===== src/rtl/archie_loader_pkg.sv =====
// ---------------------------------------------------------------------------
// archie_loader_pkg
// Shared types and constants for the RISC OS ROM loader (archie_rom_loader).
//   loader_entry_t : one queued Wishbone write {word address, byte lanes, data}
//   SEL_*          : byte-lane masks for low half, high half and full word
//   loader_state_e : Wishbone master FSM states
//   word_byte_addr : SDRAM byte address of a queued word
// ---------------------------------------------------------------------------
package archie_loader_pkg;

    typedef struct packed {
        logic [22:0] adr;   // ioctl_addr[24:2]
        logic [3:0]  sel;
        logic [31:0] dat;
    } loader_entry_t;

    localparam logic [3:0] SEL_LO  = 4'b0011;
    localparam logic [3:0] SEL_HI  = 4'b1100;
    localparam logic [3:0] SEL_ALL = 4'b1111;

    typedef enum logic [1:0] {
        IDLE = 2'd0,
        REQ  = 2'd1,
        GAP  = 2'd2
    } loader_state_e;

    // Word address -> SDRAM byte address, wrapping at 26 bits.
    function automatic logic [25:0] word_byte_addr(input logic [25:0] base,
                                                   input logic [22:0] adr);
        return base + {1'b0, adr, 2'b00};
    endfunction

endpackage


===== src/rtl/archie_loader_fifo.sv =====
// ---------------------------------------------------------------------------
// archie_loader_fifo
// Synchronous FIFO of loader_entry_t with show-ahead head output.
// Ports:
//   clk_sys, reset      : clock, synchronous active-high reset
//   push, push_data     : write request and entry (ignored when full)
//   pop                 : release the head entry (ignored when empty)
//   head                : current oldest entry (valid when !empty)
//   count, full, empty  : occupancy status
// DEPTH must be a power of two, minimum 2.
// ---------------------------------------------------------------------------
module archie_loader_fifo
    import archie_loader_pkg::*;
#(
    parameter int DEPTH = 4
) (
    input  logic                     clk_sys,
    input  logic                     reset,
    input  logic                     push,
    input  loader_entry_t            push_data,
    input  logic                     pop,
    output loader_entry_t            head,
    output logic [$clog2(DEPTH):0]   count,
    output logic                     full,
    output logic                     empty
);

    localparam int AW = $clog2(DEPTH);
    localparam logic [AW:0] FULL_COUNT = DEPTH[AW:0];

    loader_entry_t mem [DEPTH];
    logic [AW-1:0] wr_ptr;
    logic [AW-1:0] rd_ptr;
    logic          do_push;
    logic          do_pop;

    assign do_push = push && !full;
    assign do_pop  = pop && !empty;

    // NOTE: the storage array is deliberately not reset; validity comes from
    // the pointers and count, and a reset-free array maps onto plain RAM.
    always_ff @(posedge clk_sys) begin
        if (do_push)
            mem[wr_ptr] <= push_data;
    end

    // NOTE: sequential state uses non-blocking assignments so every register
    // samples the pre-edge values, independent of statement order.
    always_ff @(posedge clk_sys) begin
        if (reset) begin
            wr_ptr <= '0;
            rd_ptr <= '0;
            count  <= '0;
        end else begin
            if (do_push)
                wr_ptr <= wr_ptr + AW'(1);
            if (do_pop)
                rd_ptr <= rd_ptr + AW'(1);
            case ({do_push, do_pop})
                2'b10:   count <= count + (AW+1)'(1);
                2'b01:   count <= count - (AW+1)'(1);
                default: ;  // idle, or push and pop together
            endcase
        end
    end

    assign head  = mem[rd_ptr];
    assign full  = (count == FULL_COUNT);
    assign empty = (count == '0);

    // The HPS is throttled by ioctl_wait well before the FIFO fills; a push
    // into a full FIFO means that handshake was broken and data is lost.
    push_into_full: assert property (@(posedge clk_sys) disable iff (reset)
                                     !(push && full));

endmodule


===== src/rtl/archie_rom_loader.sv =====
// ---------------------------------------------------------------------------
// archie_rom_loader
// Packs the 16-bit hps_io download stream (RISC OS ROM, index 1) into 32-bit
// Wishbone classic write cycles toward the SDRAM mux, through a small FIFO,
// throttling the HPS with ioctl_wait.
// Ports:
//   clk_sys, reset           : clock, synchronous active-high reset
//   dl_active                : ioctl_download && index == 1
//   ioctl_wr/addr/dout       : halfword strobe, byte address, data
//   ioctl_wait               : HPS must hold off further ioctl_wr
//   wb_cyc/stb/we/sel/adr/dat_o, wb_ack : Wishbone master (write only)
//   busy                     : half pending, FIFO non-empty or cycle open
//   done                     : one-cycle pulse once a download has drained
//   checksum                 : (ARCHIE_LOADER_CHECKSUM_EN only) 32-bit sum of
//                              accepted halfwords, cleared at download start
// Optional feature macro: ARCHIE_LOADER_CHECKSUM_EN
// ---------------------------------------------------------------------------
module archie_rom_loader
    import archie_loader_pkg::*;
#(
    parameter logic [25:0] BASE_ADDR  = 26'h400000,
    parameter int          FIFO_DEPTH = 4
) (
    input  logic        clk_sys,
    input  logic        reset,
    input  logic        dl_active,
    input  logic        ioctl_wr,
    input  logic [24:0] ioctl_addr,
    input  logic [15:0] ioctl_dout,
    output logic        ioctl_wait,
    output logic        wb_cyc,
    output logic        wb_stb,
    output logic        wb_we,
    output logic [3:0]  wb_sel,
    output logic [25:0] wb_adr,
    output logic [31:0] wb_dat_o,
    input  logic        wb_ack,
    output logic        busy,
    output logic        done
`ifdef ARCHIE_LOADER_CHECKSUM_EN
    ,
    output logic [31:0] checksum
`endif
);

    localparam int             CW         = $clog2(FIFO_DEPTH) + 1;
    localparam logic [CW-1:0]  WAIT_LEVEL = CW'(FIFO_DEPTH - 1);

    localparam logic [1:0] ST_IDLE = IDLE;
    localparam logic [1:0] ST_REQ  = REQ;
    localparam logic [1:0] ST_GAP  = GAP;

    logic          dl_active_q;
    logic          dl_fell;
    logic          dl_rose;
    logic          wr_accept;

    loader_entry_t pend;
    logic          pend_valid;
    loader_entry_t new_half;
    logic          merge;
    logic          flush_hold;
    logic          flush_req;

    logic          push;
    logic          pop;
    loader_entry_t fifo_in;
    loader_entry_t fifo_head;
    logic [CW-1:0] fifo_count;
    logic          fifo_full;
    logic          fifo_empty;

    logic [1:0]    state;
    logic          in_req;
    logic          done_armed;
    logic          unused_addr_bit0;

    // Byte lane within a halfword is meaningless for a 16-bit stream.
    assign unused_addr_bit0 = ioctl_addr[0];

    assign dl_fell   = dl_active_q && !dl_active;
    assign dl_rose   = !dl_active_q && dl_active;
    assign wr_accept = ioctl_wr && dl_active;

    // Incoming halfword placed in its lane of a 32-bit word.
    always_comb begin
        new_half.adr = ioctl_addr[24:2];
        new_half.sel = ioctl_addr[1] ? SEL_HI : SEL_LO;
        new_half.dat = ioctl_addr[1] ? {ioctl_dout, 16'h0000}
                                     : {16'h0000, ioctl_dout};
    end

    // The pending entry only ever holds one half, so a differing sel at the
    // same word address is always the complementary half.
    assign merge = pend_valid && (pend.adr == new_half.adr)
                              && (pend.sel != new_half.sel);

    // A flush is owed while a half is pending after dl_active dropped; it is
    // held over if the FIFO is momentarily full.
    assign flush_req = pend_valid && (dl_fell || flush_hold);

    // NOTE: every output of this block gets a default first so no path
    // leaves a value unassigned, which would otherwise infer a latch.
    always_comb begin
        push    = 1'b0;
        fifo_in = pend;
        if (flush_req) begin
            push = !fifo_full;
        end else if (wr_accept && pend_valid) begin
            push = 1'b1;
            if (merge)
                fifo_in = '{adr: pend.adr, sel: SEL_ALL,
                            dat: pend.dat | new_half.dat};
        end
    end

    assign pop = (state == ST_REQ) && wb_ack;

    archie_loader_fifo #(
        .DEPTH (FIFO_DEPTH)
    ) u_fifo (
        .clk_sys   (clk_sys),
        .reset     (reset),
        .push      (push),
        .push_data (fifo_in),
        .pop       (pop),
        .head      (fifo_head),
        .count     (fifo_count),
        .full      (fifo_full),
        .empty     (fifo_empty)
    );

    // Packing register and download edge tracking.
    always_ff @(posedge clk_sys) begin
        if (reset) begin
            dl_active_q <= 1'b0;
            pend        <= '0;
            pend_valid  <= 1'b0;
            flush_hold  <= 1'b0;
        end else begin
            dl_active_q <= dl_active;
            if (flush_req) begin
                if (!fifo_full) begin
                    pend_valid <= 1'b0;
                    flush_hold <= 1'b0;
                end else begin
                    flush_hold <= 1'b1;
                end
            end else if (wr_accept) begin
                if (merge) begin
                    pend_valid <= 1'b0;
                end else begin
                    pend       <= new_half;
                    pend_valid <= 1'b1;
                end
            end
        end
    end

    // Wishbone master: one classic write per FIFO entry, with a one-cycle
    // gap after each ack so stb always drops between writes.
    always_ff @(posedge clk_sys) begin
        if (reset) begin
            state <= ST_IDLE;
        end else begin
            case (state)
                ST_IDLE: if (!fifo_empty) state <= ST_REQ;
                ST_REQ:  if (wb_ack)      state <= ST_GAP;
                ST_GAP:                   state <= ST_IDLE;
                default:                  state <= ST_IDLE;
            endcase
        end
    end

    // done is armed by the falling edge and fires once everything drained.
    always_ff @(posedge clk_sys) begin
        if (reset) begin
            done_armed <= 1'b0;
            done       <= 1'b0;
        end else begin
            done <= 1'b0;
            if (dl_fell) begin
                done_armed <= 1'b1;
            end else if (dl_rose) begin
                done_armed <= 1'b0;
            end else if (done_armed && !pend_valid && fifo_empty
                         && (state == ST_IDLE)) begin
                done       <= 1'b1;
                done_armed <= 1'b0;
            end
        end
    end

`ifdef ARCHIE_LOADER_CHECKSUM_EN
    always_ff @(posedge clk_sys) begin
        if (reset)
            checksum <= '0;
        else if (dl_rose)
            checksum <= wr_accept ? {16'h0000, ioctl_dout} : 32'h0;
        else if (wr_accept)
            checksum <= checksum + {16'h0000, ioctl_dout};
    end
`endif

    assign in_req   = (state == ST_REQ);
    assign wb_cyc   = in_req;
    assign wb_stb   = in_req;
    assign wb_we    = in_req;
    assign wb_sel   = in_req ? fifo_head.sel : 4'h0;
    assign wb_adr   = in_req ? word_byte_addr(BASE_ADDR, fifo_head.adr) : 26'h0;
    assign wb_dat_o = in_req ? fifo_head.dat : 32'h0;

    assign busy       = pend_valid || !fifo_empty || (state != ST_IDLE);
    assign ioctl_wait = (fifo_count >= WAIT_LEVEL) || flush_req;

endmodule


===== config.mk =====
export PLATFORM = sky130hd
export DESIGN_NAME = archie_rom_loader
export DESIGN_NICKNAME = d
export VERILOG_FILES = /design/src/rtl/archie_loader_pkg.sv /design/src/rtl/archie_loader_fifo.sv /design/src/rtl/archie_rom_loader.sv
export SDC_FILE = /design/constraint.sdc
export NUM_CORES = 1
export LEC_CHECK = 0
export BUFFER_PORTS_ARGS = -buffer_cell sky130_fd_sc_hd__buf_2
export CAP_MARGIN = 10
export CORE_ASPECT_RATIO = 0.5
export CORE_MARGIN = 10
export CORE_UTILIZATION = 40
export DETAILED_ROUTE_END_ITERATION = 8
export GPL_TIMING_DRIVEN = 1
export PLACE_DENSITY = 0.65
export SYNTH_ARGS = -nofsm -noshare
export SYNTH_HDL_FRONTEND = slang
export SYNTH_SLANG_ARGS = --single-unit
export TNS_END_PERCENT = 1

===== constraint.sdc =====
create_clock -name clk_sys -period 3.55 [get_ports clk_sys]
set_clock_uncertainty 0.05 [all_clocks]
set_input_delay 0.5325 -clock clk_sys [delete_from_list [all_inputs] [get_ports clk_sys]]
set_output_delay 0.5325 -clock clk_sys [all_outputs]
set_load 0.05 [all_outputs]

Yosys cells after proc, flatten, opt, wreduce, memory -nomap -nowiden
Memories as Yosys holds them, arrays and structs flattened. A register that Yosys moved wholly into a read port is not among the register bits.
Cells that the tools add are included.
{ "classes": {"n_addsub": 5, "order_cmp": 1, "eq_ne": 9, "mux": 27, "n_bitwise": 3, "n_reduce_logical": 32} }
{ "ops": {"columns": ["cell", "count"], "rows": [
  ["$mux 36", 3],
  ["$mux 32", 2],
  ["$or 32x32->32", 1],
  ["$add 23x25->26 const A", 1],
  ["$mux 26", 1],
  ["$eq 23x23->1", 1],
  ["$logic_and 1x1->1", 13],
  ["$mux 1", 13],
  ["$mux 2", 4],
  ["$mux 4", 2],
  ["$ne 2x2->1 const B", 3],
  ["$pmux 3 s2", 1],
  ["$reduce_bool 2->1", 3],
  ["$logic_not 1->1", 5],
  ["$add 2x1->2 const B", 2],
  ["$eq 2x1->1 const B", 2],
  ["$logic_or 1x1->1", 4],
  ["$ne 4x4->1", 1],
  ["$pmux 2 s2", 1],
  ["$reduce_and 2->1", 2],
  ["$add 3x1->3 const B", 1],
  ["$eq 3x3->1 const B", 1],
  ["$ge 3x2->1 const B", 1],
  ["$logic_not 3->1", 1],
  ["7 further kinds", 8]
]} }
{ "totals": {"reg_bits": 73, "ram_bits": 236, "input_bits": 46, "out_inout_bits": 68, "elab_cells": 90, "memories": 1} }
{ "mem_list": {"columns": ["name", "words", "word_bits", "rd", "rd_clocked_by_memory_dff", "wr", "line_no", "rtl"], "rows": [
  ["u_fifo.mem", 4, 59, 1, 1, 1, "archie_loader_fifo.sv:31", "loader_entry_t mem [DEPTH];"]
]} }

Logic depth before layout (Yosys ltp)
{ "depth": {"depth_word": 8, "depth_mapped": 13} }

Hierarchy
From an unflattened synthesis, not the netlist that was laid out.
{ "unflattened": {"cells_unflattened": 803, "hier_area_um2": 12677.2} }
{ "by_module_without_submodules": {"columns": ["module", "instances", "cells_each", "area_per_inst_um2"], "rows": [
  ["archie_loader_fifo", 1, 363, 8997.4],
  ["archie_rom_loader", 1, 440, 3679.8]
]} }

Worst setup path after synthesis
OpenSTA, ideal clock, no wires.
{ "synth_timing": {"path_type": "input-to-reg", "start": "input port dl_active", "end": "memory u_fifo.mem[1][0] (netlist name), enable pin", "arrival_ns": 2.676, "path_slack_ns": 0.403, "stages": 7, "path_buffers": 1, "path_cell_list": "inv_1 -> ha_1 -> nor2_1 -> nand2_1 -> and3_1 -> clkbuf_1 -> and2_1"} }
{ "synth_via": {"elab_chain_cells": 8, "word_cells_on_any_way": 11, "cone_classes": "4 x mux; 7 x reduce/logical"} }
{ "synth_lines": {"columns": ["element", "line_no", "rtl"], "rows": [
  ["start: declaration", "archie_rom_loader.sv:26", "input logic dl_active,"],
  ["$logic_not 1->1", "archie_rom_loader.sv:81", "assign dl_fell = dl_active_q && !dl_active;"],
  ["$logic_and 1x1->1", "archie_rom_loader.sv:81", null],
  ["via dl_fell", "archie_rom_loader.sv:54", "logic dl_fell;"],
  ["$logic_or 1x1->1", "archie_rom_loader.sv:100", "assign flush_req = pend_valid && (dl_fell || flush_hold);"],
  ["$logic_and 1x1->1", "archie_rom_loader.sv:100", null],
  ["$mux 1", "archie_rom_loader.sv:107", "if (flush_req) begin"],
  ["$logic_and 1x1->1", "archie_loader_fifo.sv:37", "assign do_push = push && !full;"],
  ["$mux 1", "archie_loader_fifo.sv:43", "if (do_push)"],
  ["$mux 1 (implied by the code)", "archie_loader_fifo.sv:44", "mem[wr_ptr] <= push_data;"],
  ["end: declaration", "archie_loader_fifo.sv:31", null]
]} }
The timed path passes the listed nets, and every way through them passes these cells.

==> flow_metrics.tcl <==
set metrics [dict create \
    outcome "complete, no violations" \
    cts_setup_buffers 0 \
    maxCapViolCount 0 \
    critPathSlowestCell "mux4_2" \
    syn_inst 784 \
    hp-class "in -> reg" \
    drt_iter0_drc 483 \
    worstMarginPinSlew_ns 0.870 \
    pwr_density_cell_nw_per_um2 519 \
    totalWireLength_mm 26.1 \
    cts.path.max_buffers 3 \
    swShare_pct 21.3 \
    fill_cells 2600 \
    yosys_warnings 0 \
    antenna_found_initial 2 \
    cts_max_level 1 \
    cp_cell_sequence "buf_4 > mux4_2 > and2_1 > buf_2" \
    final_common_cell "edfxtp_1" \
    synth_seq_cells 301 \
    synthToLayoutAreaGrowth_pct 16.4 \
    finalWeightedCongestion 0.748 \
    grt_use_total_pct 13.5 \
    tns_ns 0 \
    crit_type "reg -> out" \
    insertion_delay_ns 0.53 \
    hold_depth 2 \
    design.core.area_sq_um 30300 \
    cts_tree "yes" \
    grt_pass1_wl_mm 40.6 \
    grt_max_degree 74 \
    drtPass1Iterations 5 \
    drcViolationCount 0 \
    reg2regPathDepth 6 \
    place_ws_ns 0.557 \
    vias_per_cell 5.13 \
    synth_top_family_by_area "multiplexers" \
    final_nets 951 \
    cpPeakStageDelay_ns 0.58 \
    synth-seq-area-share_pct 67.6 \
    seqPwrFrac_pct 52.0 \
    fin_hold_ws_ns 0.185 \
    crit_buf_inv 2 \
    synthAdderAreaFrac_pct 0.977 \
    syn_area_sq_um 12300 \
    rsz0062_at_grt "no" \
    clk_pin_slew_ns 0.06 \
    die_x_microns 268 \
    synthMuxAreaShare_pct 15.2 \
    grt.overflow.total 0 \
    cts_root_buffer "clkbuf_16" \
    fp.dieH_microns 144 \
    initial_utilization_pct 40.6 \
    vias 6762 \
    p_comb_share_pct 5.9 \
    syn_area_per_cell_sq_um 15.7 \
    holdBufCountCts 0 \
    max_freq_mhz 318 \
    critPathCaptureType "primary output" \
    finalSetupViolCount 0 \
    die-area_sq_um 38600 \
    io_pins 114 \
    critical_path.top_delay_family "buffers and inverters" \
    p_switching_mw 1.58 \
    finalWorstSetupSlack_ns 0.407 \
    synth_cell_types 41 \
    post_drt_wl_per_cell_microns 19.8 \
    final_hold_viol_count 0 \
    slew_headroom_pct 42.0 \
    vdd_drop_max_v 0.000354 \
    required_ns 2.97 \
    hpwlAfterDp_mm 16.1 \
    cp_num_cells 4 \
    synthSimpleGateAreaFrac_pct 9.15 \
    post-route-period-util_pct 88.5 \
    synth_ff_type "edfxtp_1" \
    synth_xor_area_share_pct 2.07 \
    cts.sinks 301 \
    power.internal_mw 5.84 \
    synth-edff-count 228 \
    layout_common_cells "edfxtp_1, buf_2, nand2_1, dfxtp_1" \
    final-max-slew-violation-count 0 \
    numCtsBuffers 29 \
    crit_arrival_ns 2.56 \
    layout-drive-gt1-share_pct 26.9 \
    synth_compound_area_share_pct 2.65 \
    crit_fanout 28 \
    drtAntennaViolNets 0 \
    start_kind "register" \
    cts_resized 0 \
    post-route-min-period_ns 3.14 \
    rows 45 \
    synthArstFlopShare_pct 0 \
    power.leakage_nw 5.15 \
    portBuffers 110 \
    p_clk_share_pct 42.1 \
    grt_pass1_vias 7118 \
]
cells by family (layout without fill, tap and decap cells):
family | Yosys count | count (layout)
AO/OA/AOI/OAI | 46 | 46
XOR/XNOR | 29 | 29
adder cells (fa/ha/maj) | 9 | 9
buffers and inverters | 62 | 195
flip-flops | 301 | 301
multiplexers | 115 | 115
other | 1 | 4
AND/OR/NAND/NOR | 221 | 221
power by group through the flow:
stage	clock (mW)	combinational (mW)	sequential, mW
6_report	3.13	0.437	3.86
5_1_grt	3.33	0.470	3.87
4_1_cts	3.19	0.444	3.86
3_5_place_dp	0	0.442	3.94
3_3_place_gp	0	0.433	3.93
2_1_floorplan	0	0.311	3.93
cells in the mapped netlist, types with 3 or more instances:
cell	count	area [sq um]
edfxtp_1	228	6850
nand2_1	86	323
dfxtp_1	73	1460
and2_1	59	369
mux2i_1	57	571
mux4_2	57	1280
nand3_1	35	175
a21o_1	32	240
clkbuf_1	28	105
xor2_1	15	131
nor2_1	14	52.6
xnor2_1	14	123
inv_1	9	33.8
ha_1	8	100
buf_2	7	35.0
a21oi_1	6	30.0
buf_1	6	22.5
buf_4	6	45.0
buf_6	4	45.0
nand4_1	4	25.0
nor4_1	4	25.0
and3_1	3	18.8
nand2b_1	3	18.8
o21ai_0	3	15.0
area by class of cell:
cell class	instances	area, sq um	share of cell area (%)
multi-input cells	422	3710	25.9
flip-flops and latches	301	8310	58.1
clock inverters	13	170	1.19
diodes	2	5.00	0.0350
well taps	399	499	3.49
inverters	11	42.5	0.297
repair buffers	131	771	5.38
clock buffers	40	807	5.64
stage by stage:
stage	power (mW)	util (%)	cells	cell area, sq um
finish	7.43	47.3	1319	14300
global route	7.67	47.3	1318	14300
CTS	7.49	47.2	1317	14300
detailed placement	4.38	44.0	1264	13300
global placement	4.37	44.0	1264	13300
floorplan	4.24	-	785	12300
worst reg2reg max path, delay by kind of cell (launching register included):
family          cells  cell delay [ns]
mux                 1             0.15
simple gates        2             0.94
flops               1             0.36
buf+inv             1             0.30
xor+xnor            1             0.20
compound gates      1             0.57
state kept, by name, indices dropped and copies added, names as in the netlist, named ones only:
name and flops:
pend 57, u_fifo.count 3, done 1, done_armed 1, state 2, dl_active_q 1
u_fifo.wr_ptr 2, u_fifo.rd_ptr 2, u_fifo.mem 228, pend_valid 1, flush_hold 1
path summary, 6_finish.rpt:
path                               endpoint  slack (ns)     start
worst min-delay path               state[0]        0.19    wb_ack
worst max register to register     pend[51]        0.85  pend[50]
worst min register to register     pend[20]        0.41  pend[20]
worst max-delay path            wb_dat_o[2]        0.41  register
routing by layer:
| layer | track usage (%) | share of wire (%) | vias to the layer above |
|---|---|---|---|
| met3 | 1.98 | 3.6 | 36 |
| li1 | - | - | 3134 |
| met2 | 25.9 | 54 | 120 |
| met5 | 0 | 0 | - |
| met4 | 3.28 | 1.9 | 0 |
| met1 | 15.8 | 40 | 3472 |
Power figures use the tool's default switching activity.
